**src/rtl/lsu_pkg.sv**
```systemverilog
// Shared definitions for the load/store unit: op codes, FSM
// state encoding and small op-classification helpers.
package lsu_pkg;

  localparam int WORD_BYTES = 4;

  localparam logic [2:0] LSU_LW  = 3'd0;
  localparam logic [2:0] LSU_LH  = 3'd1;
  localparam logic [2:0] LSU_LHU = 3'd2;
  localparam logic [2:0] LSU_LB  = 3'd3;
  localparam logic [2:0] LSU_LBU = 3'd4;
  localparam logic [2:0] LSU_SW  = 3'd5;
  localparam logic [2:0] LSU_SH  = 3'd6;
  localparam logic [2:0] LSU_SB  = 3'd7;

  localparam logic [1:0] ST_IDLE  = 2'd0;
  localparam logic [1:0] ST_READ  = 2'd1;
  localparam logic [1:0] ST_WRITE = 2'd2;
  localparam logic [1:0] ST_RESP  = 2'd3;

  function automatic logic is_store(input logic [2:0] op);
    return (op == LSU_SW) || (op == LSU_SH) || (op == LSU_SB);
  endfunction

  function automatic logic is_subword(input logic [2:0] op);
    return (op == LSU_SH) || (op == LSU_SB);
  endfunction

  // Word ops need lane 0; halfword ops need an even lane.
  function automatic logic misaligned(input logic [2:0] op,
                                      input logic [1:0] lo);
    logic m;
    m = 1'b0;
    if ((op == LSU_LW) || (op == LSU_SW))
      m = (lo != 2'b00);
    else if ((op == LSU_LH) || (op == LSU_LHU) || (op == LSU_SH))
      m = lo[0];
    return m;
  endfunction

endpackage

```
**src/rtl/lsu_align.sv**
```systemverilog
// Lane extraction with sign/zero extension for loads and lane
// merge for SB/SH read-modify-write.
// Ports: op_i, lane_i (addr[1:0]), rdata_i, wdata_i -> load_o, merge_o.
module lsu_align
  import lsu_pkg::*;
(
  input  logic [2:0]  op_i,
  input  logic [1:0]  lane_i,
  input  logic [31:0] rdata_i,
  input  logic [31:0] wdata_i,
  output logic [31:0] load_o,
  output logic [31:0] merge_o
);

  logic [4:0]  bsh;
  logic [31:0] shr;
  logic [31:0] mask;

  // Halfword ops are even-aligned, so lane*8 also gives 16*addr[1].
  assign bsh = {lane_i, 3'b000};
  assign shr = rdata_i >> bsh;

  always_comb begin
    load_o = shr;
    unique case (op_i)
      LSU_LH:  load_o = {{16{shr[15]}}, shr[15:0]};
      LSU_LHU: load_o = {16'h0, shr[15:0]};
      LSU_LB:  load_o = {{24{shr[7]}}, shr[7:0]};
      LSU_LBU: load_o = {24'h0, shr[7:0]};
      default: load_o = shr;
    endcase
  end

  assign mask    = ((op_i == LSU_SH) ? 32'h0000_FFFF
                                     : 32'h0000_00FF) << bsh;
  assign merge_o = (rdata_i & ~mask) | ((wdata_i << bsh) & mask);

endmodule

```
**src/rtl/load_store_unit.sv**
```systemverilog
// Data-memory initiator: one load/store at a time, word-indexed
// memory, sub-word stores via read-modify-write.
// Ports: Clock, Reset_n (sync, active-low); Req_* request handshake;
// Resp_* response handshake; Address/Write_Data/MemWrite/MemRead/
// Read_Data to memory. Define LSU_STATS_EN for Stat_* counters.
module load_store_unit
  import lsu_pkg::*;
#(
  parameter int          MEM_DEPTH  = 256,
  parameter logic [31:0] RESET_DATA = 32'h0
) (
  input  logic        Clock,
  input  logic        Reset_n,
  input  logic        Req_Valid,
  output logic        Req_Ready,
  input  logic [2:0]  Req_Op,
  input  logic [31:0] Req_Addr,
  input  logic [31:0] Req_Wdata,
  output logic        Resp_Valid,
  input  logic        Resp_Ready,
  output logic [31:0] Resp_Data,
  output logic        Resp_Error,
  output logic [31:0] Address,
  output logic [31:0] Write_Data,
  output logic        MemWrite,
  output logic        MemRead,
  input  logic [31:0] Read_Data
`ifdef LSU_STATS_EN
  ,
  output logic [15:0] Stat_Loads,
  output logic [15:0] Stat_Stores,
  output logic [15:0] Stat_Errors
`endif
);

  logic [1:0]  state_q, state_d;
  logic [2:0]  op_q, op_d;
  logic [1:0]  lane_q, lane_d;
  logic [31:0] wdata_q, wdata_d;
  logic [31:0] rdata_q, rdata_d;
  logic        err_q, err_d;
  logic [31:0] addr_q, addr_d;
  logic [31:0] wd_q, wd_d;
  logic [31:0] load_w, merge_w;
  logic        bad;

  assign bad = misaligned(Req_Op, Req_Addr[1:0]) ||
               ({2'b00, Req_Addr[31:2]} >= 32'(MEM_DEPTH));

  lsu_align u_align (
    .op_i    (op_q),
    .lane_i  (lane_q),
    .rdata_i (Read_Data),
    .wdata_i (wdata_q),
    .load_o  (load_w),
    .merge_o (merge_w)
  );

  always_comb begin
    state_d = state_q;
    op_d    = op_q;
    lane_d  = lane_q;
    wdata_d = wdata_q;
    rdata_d = rdata_q;
    err_d   = err_q;
    addr_d  = addr_q;
    wd_d    = wd_q;
    unique case (state_q)
      ST_IDLE: begin
        if (Req_Valid) begin
          op_d    = Req_Op;
          lane_d  = Req_Addr[1:0];
          wdata_d = Req_Wdata;
          rdata_d = '0;
          err_d   = bad;
          if (bad) begin
            state_d = ST_RESP;
          end else begin
            addr_d = {2'b00, Req_Addr[31:2]};
            if (Req_Op == LSU_SW) begin
              wd_d    = Req_Wdata;
              state_d = ST_WRITE;
            end else begin
              state_d = ST_READ;
            end
          end
        end
      end
      ST_READ: begin
        if (is_subword(op_q)) begin
          wd_d    = merge_w;
          state_d = ST_WRITE;
        end else begin
          rdata_d = load_w;
          state_d = ST_RESP;
        end
      end
      ST_WRITE: state_d = ST_RESP;
      ST_RESP:  if (Resp_Ready) state_d = ST_IDLE;
      default:  state_d = ST_IDLE;
    endcase
  end

  always_ff @(posedge Clock) begin
    if (!Reset_n) begin
      state_q <= ST_IDLE;
      op_q    <= LSU_LW;
      lane_q  <= 2'b00;
      wdata_q <= '0;
      rdata_q <= RESET_DATA;
      err_q   <= 1'b0;
      addr_q  <= '0;
      wd_q    <= '0;
    end else begin
      state_q <= state_d;
      op_q    <= op_d;
      lane_q  <= lane_d;
      wdata_q <= wdata_d;
      rdata_q <= rdata_d;
      err_q   <= err_d;
      addr_q  <= addr_d;
      wd_q    <= wd_d;
    end
  end

  assign Req_Ready  = (state_q == ST_IDLE);
  assign Resp_Valid = (state_q == ST_RESP);
  assign Resp_Data  = rdata_q;
  assign Resp_Error = err_q;
  assign Address    = addr_q;
  assign Write_Data = wd_q;
  assign MemRead    = (state_q == ST_READ);
  assign MemWrite   = (state_q == ST_WRITE);

`ifdef LSU_STATS_EN
  logic        fire;
  logic [15:0] ld_q, st_q, er_q;

  assign fire = (state_q == ST_RESP) && Resp_Ready;

  always_ff @(posedge Clock) begin
    if (!Reset_n) begin
      ld_q <= '0;
      st_q <= '0;
      er_q <= '0;
    end else if (fire) begin
      if (err_q) begin
        if (er_q != 16'hFFFF) er_q <= er_q + 16'd1;
      end else if (is_store(op_q)) begin
        if (st_q != 16'hFFFF) st_q <= st_q + 16'd1;
      end else begin
        if (ld_q != 16'hFFFF) ld_q <= ld_q + 16'd1;
      end
    end
  end

  assign Stat_Loads  = ld_q;
  assign Stat_Stores = st_q;
  assign Stat_Errors = er_q;
`endif

endmodule
```
**config.mk**
```make
export PLATFORM = sky130hd
export DESIGN_NAME = load_store_unit
export DESIGN_NICKNAME = d
export VERILOG_FILES = /design/src/rtl/lsu_pkg.sv /design/src/rtl/lsu_align.sv /design/src/rtl/load_store_unit.sv
export SDC_FILE = /design/constraint.sdc
export NUM_CORES = 1
export LEC_CHECK = 0
export BUFFER_PORTS_ARGS = -buffer_cell sky130_fd_sc_hd__buf_2
export CELL_PAD_IN_SITES_DETAIL_PLACEMENT = 1
export CELL_PAD_IN_SITES_GLOBAL_PLACEMENT = 1
export CORE_ASPECT_RATIO = 0.7
export CORE_UTILIZATION = 25
export DETAILED_ROUTE_END_ITERATION = 7
export MAX_ROUTING_LAYER = met4
export PLACE_DENSITY_LB_ADDON = 0.25
export SLEW_MARGIN = 10
export SYNTH_ARGS = -nofsm -noshare
export SYNTH_HDL_FRONTEND = slang
export SYNTH_SLANG_ARGS = --single-unit
```
**constraint.sdc**
```tcl
create_clock -name Clock -period 4 [get_ports Clock]
set_input_delay 0.6 -clock Clock [delete_from_list [all_inputs] [get_ports Clock]]
set_output_delay 0.6 -clock Clock [all_outputs]
set_load 0.02 [all_outputs]
```
-- After elaboration in Yosys (flattened, before gate mapping)
Index checks and enable logic that the tools add are counted.
- register bits after elaboration: 134
- word-level logic and storage cells: 68
- output and inout port bits: 101
- input port bits: 103
- shift operators: 3
- mux-type cells: 18
- reductions and logical operators: 14
- $lt $le $gt $ge: 1
- bitwise gates (word level): 5
- eq/ne operators: 19
- operator list (kind ; number):
    $mux 32 ; 6
    $pmux 32 s2 ; 2
    $pmux 32 s4 ; 1
    $and 32x32->32 ; 2
    $shl 32x5->32 ; 2
    $not 32->32 ; 1
    $or 32x32->32 ; 1
    $shr 32x5->32 ; 1
    $ge 30x9->1 const B ; 1
    $mux 16 ; 1
    $eq 3x3->1 const B ; 5
    $eq 3x2->1 const B ; 3
    $mux 2 ; 4
    $pmux 2 s4 ; 1
    $eq 3x1->1 const B ; 2
    $ne 2x1->1 const B ; 3
    $ne 2x2->1 const B ; 3
    $reduce_and 3->1 ; 2
    $logic_or 1x1->1 ; 5
    $reduce_and 5->1 ; 1
    $eq 2x2->1 const B ; 2
    $reduce_and 2->1 ; 2
    $reduce_bool 2->1 ; 2
    $logic_not 3->1 ; 1
    other kinds (4) ; 6

-- Depth between registers and ports, before layout
- depth in word-level cells: 9
- mapped depth: 10
- depth with buffers taken out: 7

-- Hierarchy
From an unflattened synthesis, not the netlist that was laid out.
- cells, all modules: 913
- area, all modules: 7149.4 µm²
- modules (own cells, without submodules) (module ; instances ; cells an instance ; seq. area each (µm²) ; area each (µm²)):
    load_store_unit ; 1 ; 699 ; 2682.6 ; 5806.8
    lsu_align ; 1 ; 214 ; 0.0 ; 1342.5

-- Worst setup path before layout
Ideal clock, no wire load.
- kind: reg-to-reg
- start: register state_q[0]
- end: register rdata_q[22], in the netlist Resp_Data[22]
- data arrival time: 2.094 ns
- path slack: 1.844 ns
- clock period less this slack: 2.156 ns
- cell stages (with the launch flop): 9
- setup time: 0.062 ns
- data required time: 3.938 ns
- buffers on the path: 3
- cell sequence: dfxtp_1 -> inv_1 -> ha_1 -> buf_2 -> o211ai_1 -> and2_1 -> clkbuf_1 -> clkbuf_1 -> a22o_1
- longest elaborated chain between the ends: 3
- elaborated cells on any way between the ends: 7
- RTL lines (what ; RTL line ; source):
    start: declaration ; load_store_unit.sv:36 ; logic [1:0] state_q, state_d;
    start signal: assignment ; load_store_unit.sv:115 ; state_q <= state_d;
    $logic_not 2->1 (*) ; n/a ;
    named net Req_Ready ; load_store_unit.sv:15 ; output logic Req_Ready,
    $ne 2x2->1 (no source line) or $reduce_bool 2->1 (tied branches) ; n/a ;
    $reduce_and 3->1 (no source line) ; n/a ;
    end signal: assignment ; load_store_unit.sv:119 ; rdata_q <= rdata_d;
    end: declaration ; load_store_unit.sv:40 ; logic [31:0] rdata_q, rdata_d;
The timed path passes the listed nets; every way through them passes the cells marked *.
A chain may end at the register's enable or synchronous reset.

-- Final worst setup path
- start: register state_q[0]
- end: register wd_q[23], in the netlist Write_Data[23]
- longest elaborated chain between the ends: 3
- elaborated cells on any way between the ends: 9
- RTL lines (what ; RTL line ; source):
    $eq 2x1->1 or $logic_not 2->1 (tied branches) ; load_store_unit.sv:68 ; unique case (state_q)
    $ne 2x1->1 (no source line) (tied with other cells) ; n/a ;
    $reduce_and 5->1 (no source line) ; n/a ;
    end signal: assignment ; load_store_unit.sv:122 ; wd_q <= wd_d;
    end: declaration ; load_store_unit.sv:43 ; logic [31:0] wd_q, wd_d;
Several ways; a longest one is shown, not always the timed one.

==> results.py <==
metrics = {
    "synthesis": {
        "synth-seq-area-share_pct": 39.13,
        "ys_ff_latch": 118,
        "syn-cell-area_mm2": 0.006037,
        "syn_area_per_cell_um2": 8.385,
        "synth_compound_area_share_pct": 16.66,
        "yosysTopAreaCellShare_pct": 39.13,
        "synthTopCellsByArea": "dfxtp_1 39%, mux2i_1 14%, nand2_1 9.3%",
        "synth-xor-area-share_pct": 0.5803,
        "yosys-top-cells-count": "149 x nand2_1, 118 x dfxtp_1, 87 x mux2i_1, 49 x o21ai_0, 38 x clkbuf_1",
        "synth.most_common_cell": "nand2_1",
        "synth_mux_area_share_pct": 16.29,
        "synth_ff_type": "dfxtp_1",
        "yosys_warnings": 0,
        "synth_top_area_cell": "dfxtp_1",
        "synthAdderAreaFrac_pct": 0.8290,
        "yosys.area_share.simple_pct": 21.02,
        "synth_top_family_by_area": "simple AND/OR/NAND/NOR gates",
        "netlist_instances": 720,
        "synth_edf_count": 0,
        "ys_types": 51,
        "synthArstFlopShare_pct": 0,
    },
    "cts": {
        "cts_setup_buffers": 0,
        "cts_hold_buf": 0,
        "post_cts_resized": 0,
        "cts_tree": "done",
        "h-tree-depth": 4,
        "clkLatencyLatePin_ps": 430,
        "root_buffer": "clkbuf_16",
        "clock_sinks": 118,
        "cts.clk_slew.worst_paths_ps": 70,
        "max-clock-path-buffers": 2,
        "cts_made_buffers": 17,
    },
    "sta": {
        "rsz0062_at_grt": "false",
        "fin_crit_sh_pct": 65.76,
        "whs_ps": 436.2,
        "finalSetupViolCount": 0,
        "tightest_slew_ps": 1032,
        "slew_headroom_pct": 31.11,
        "fin_crit_ps": 2630,
        "worst_slack_ps": 1370,
        "skew_ps": 13.59,
        "drv_slew": 0,
        "fmax_ghz": 0.3802,
        "tns_ps": 0,
        "hold_viol": 0,
    },
    "critical_path": {
        "path_cells": "inv_1, ha_1, nand2_1, buf_4, a211o_1, nor4b_2, a21oi_4, buf_4, mux2i_1",
        "slowest_stage": "nor4b_2",
        "worst-path-max-fanout": 32,
        "criticalPathCategory": "reg2reg",
        "crit_path_end_kind": "flip-flop",
        "required_ps": 4280,
        "crit_path_frequent_cell": "buf_4",
        "path_buf_inv": 3,
        "cp-start-kind": "flip-flop",
        "path_delay_family": "buffers and inverters",
        "crit_arrival_ps": 2910,
        "cpPeakStageDelay_ps": 490,
        "r2r_setup_slack_ps": 1370,
    },
    "place": {
        "routabilityCongestion": 0.8028,
        "place_hpwl_um": 16460,
        "portBuffers": 201,
        "preCtsSetupSlack_ps": 1337,
    },
    "min_path": {
        "min_path_type": "in2reg",
    },
    "die": {
        "die-area_mm2": 0.02478,
        "coreArea_mm2": 0.02364,
        "fp.dieW_um": 187.7,
        "row_count": 47,
        "io_pins": 204,
        "chipHeight_um": 132.0,
        "initial_core_util_pct": 25.54,
    },
    "global_route": {
        "first_global_vias": 5868,
        "antenna_found_initial": 4,
        "grtUsageTotal_pct": 18.46,
        "grt_max_degree": 89,
        "grt_pass1_wl_um": 33820,
        "grt.overflow.total": 0,
    },
    "route": {
        "viasPerCell": 4.636,
        "first_iter_violations": 251,
        "drc": 0,
        "drt-wirelength-per-cell_um": 17.95,
        "firstDrtPassIters": 4,
        "vias": 5679,
        "wirelength_um": 21980,
        "antenna_left": 0,
    },
    "layout": {
        "nets": 996,
        "final_util_pct": 33.24,
        "drive_gt1_share_pct": 28.60,
        "area_growth_pct": 30.18,
    },
    "power_and_ir_drop": {
        "p_per_area_mw_per_mm2": 543.4,
        "vdd_ir_drop_max_mv": 0.3033,
        "p_leak_nw": 3.531,
    },
    "flow_run": {
        "drv_cap": 0,
    },
    "run_status": {
        "status": "completed",
    },
}
worst register-to-register path: cells and delay by family (launching register included):
| kind | cells | cell delay [ps] |
|---|---|---|
| multiplexers | 1 | 240 |
| adder cells (fa/ha/maj) | 1 | 340 |
| AND/OR/NAND/NOR | 2 | 570 |
| AO/OA/AOI/OAI | 2 | 340 |
| buffers and inverters | 3 | 620 |
| flip-flops | 1 | 340 |
cell families (layout without fill, tap and decap cells):
kind of cell | Yosys count | in the layout
compound gates | 153 | 153
xor+xnor | 4 | 4
fa+ha+maj | 4 | 4
buf+inv | 77 | 258
flops | 118 | 118
mux | 96 | 96
other cells | 1 | 7
simple gates | 267 | 267
routing by layer:
metal	GRT usage [%]	share of wire [%]	up-vias
li1	-	-	2817
met1	24.45	50	2694
met2	27.43	43	151
met3	5.350	5.9	17
met4	4.517	1.0	0
met5	-	0	-
layout make-up:
class                           count  area [um^2]
Fill cell                        2928        15780
Multi-Input combinational cell    526         3362
Antenna cell                        5        12.51
Clock inverter                     15        148.9
Timing Repair Buffer              211         1094
Clock buffer                       17        425.4
Inverter                           15        56.30
Sequential cell                   118         2362
Tap cell                          318        397.9
state kept, by name, indices dropped and copies added, names as in the netlist:
signal / count
Address: 30
Resp_Data: 32
Resp_Error: 1
Write_Data: 32
lane_q: 2
op_q: 3
state_q: 2
wdata_q: 16
metrics by stage:
stage                     power, mW  std cells  cell area (um^2)
after floorplan               2.334        721              6041
after global placement        2.783       1188              7269
after detailed placement      2.795       1188              7272
after CTS                     4.336       1220              7846
after global routing          4.539       1224              7856
final                         4.270       1225              7859
final timing paths:
kind | from | endpoint | depth (start not counted)
min reg2reg | Resp_Data[27] | Resp_Data[27] | 2
max | state_q[0] | Write_Data[23] | 9
max reg2reg | state_q[0] | Write_Data[23] | 9
min | Req_Wdata[0] | wdata_q[0] | 3
cell usage in the layout (no fill, tap or decap), types with 3 or more instances in the layout:
master and n:
buf_2 201, nand2_1 149, dfxtp_1 118, mux2i_1 87, o21ai_0 49, nor2b_1 36, and2_1 32, a21oi_1 28
a21boi_0 24, clkbuf_16 17, nor2_1 14, inv_1 14, nor3_1 10, a211oi_1 9, buf_4 9, a22o_1 8
mux2_2 8, o32ai_1 8, o2bb2ai_1 7, a32oi_1 7, inv_6 7, nor4_1 6, diode_2 5, inv_8 5
nand2b_1 3, nand3b_1 3, o21ai_1 3, ha_1 3
report_power, final:
group	total [mW]	leakage (nW)	switching (mW)	internal, mW
clock	1.52	0.279	0.686	0.831
combinational	1.34	2.30	0.869	0.466
sequential	1.42	0.955	0.122	1.30
No activity file was read; power rests on OpenSTA's default activity.
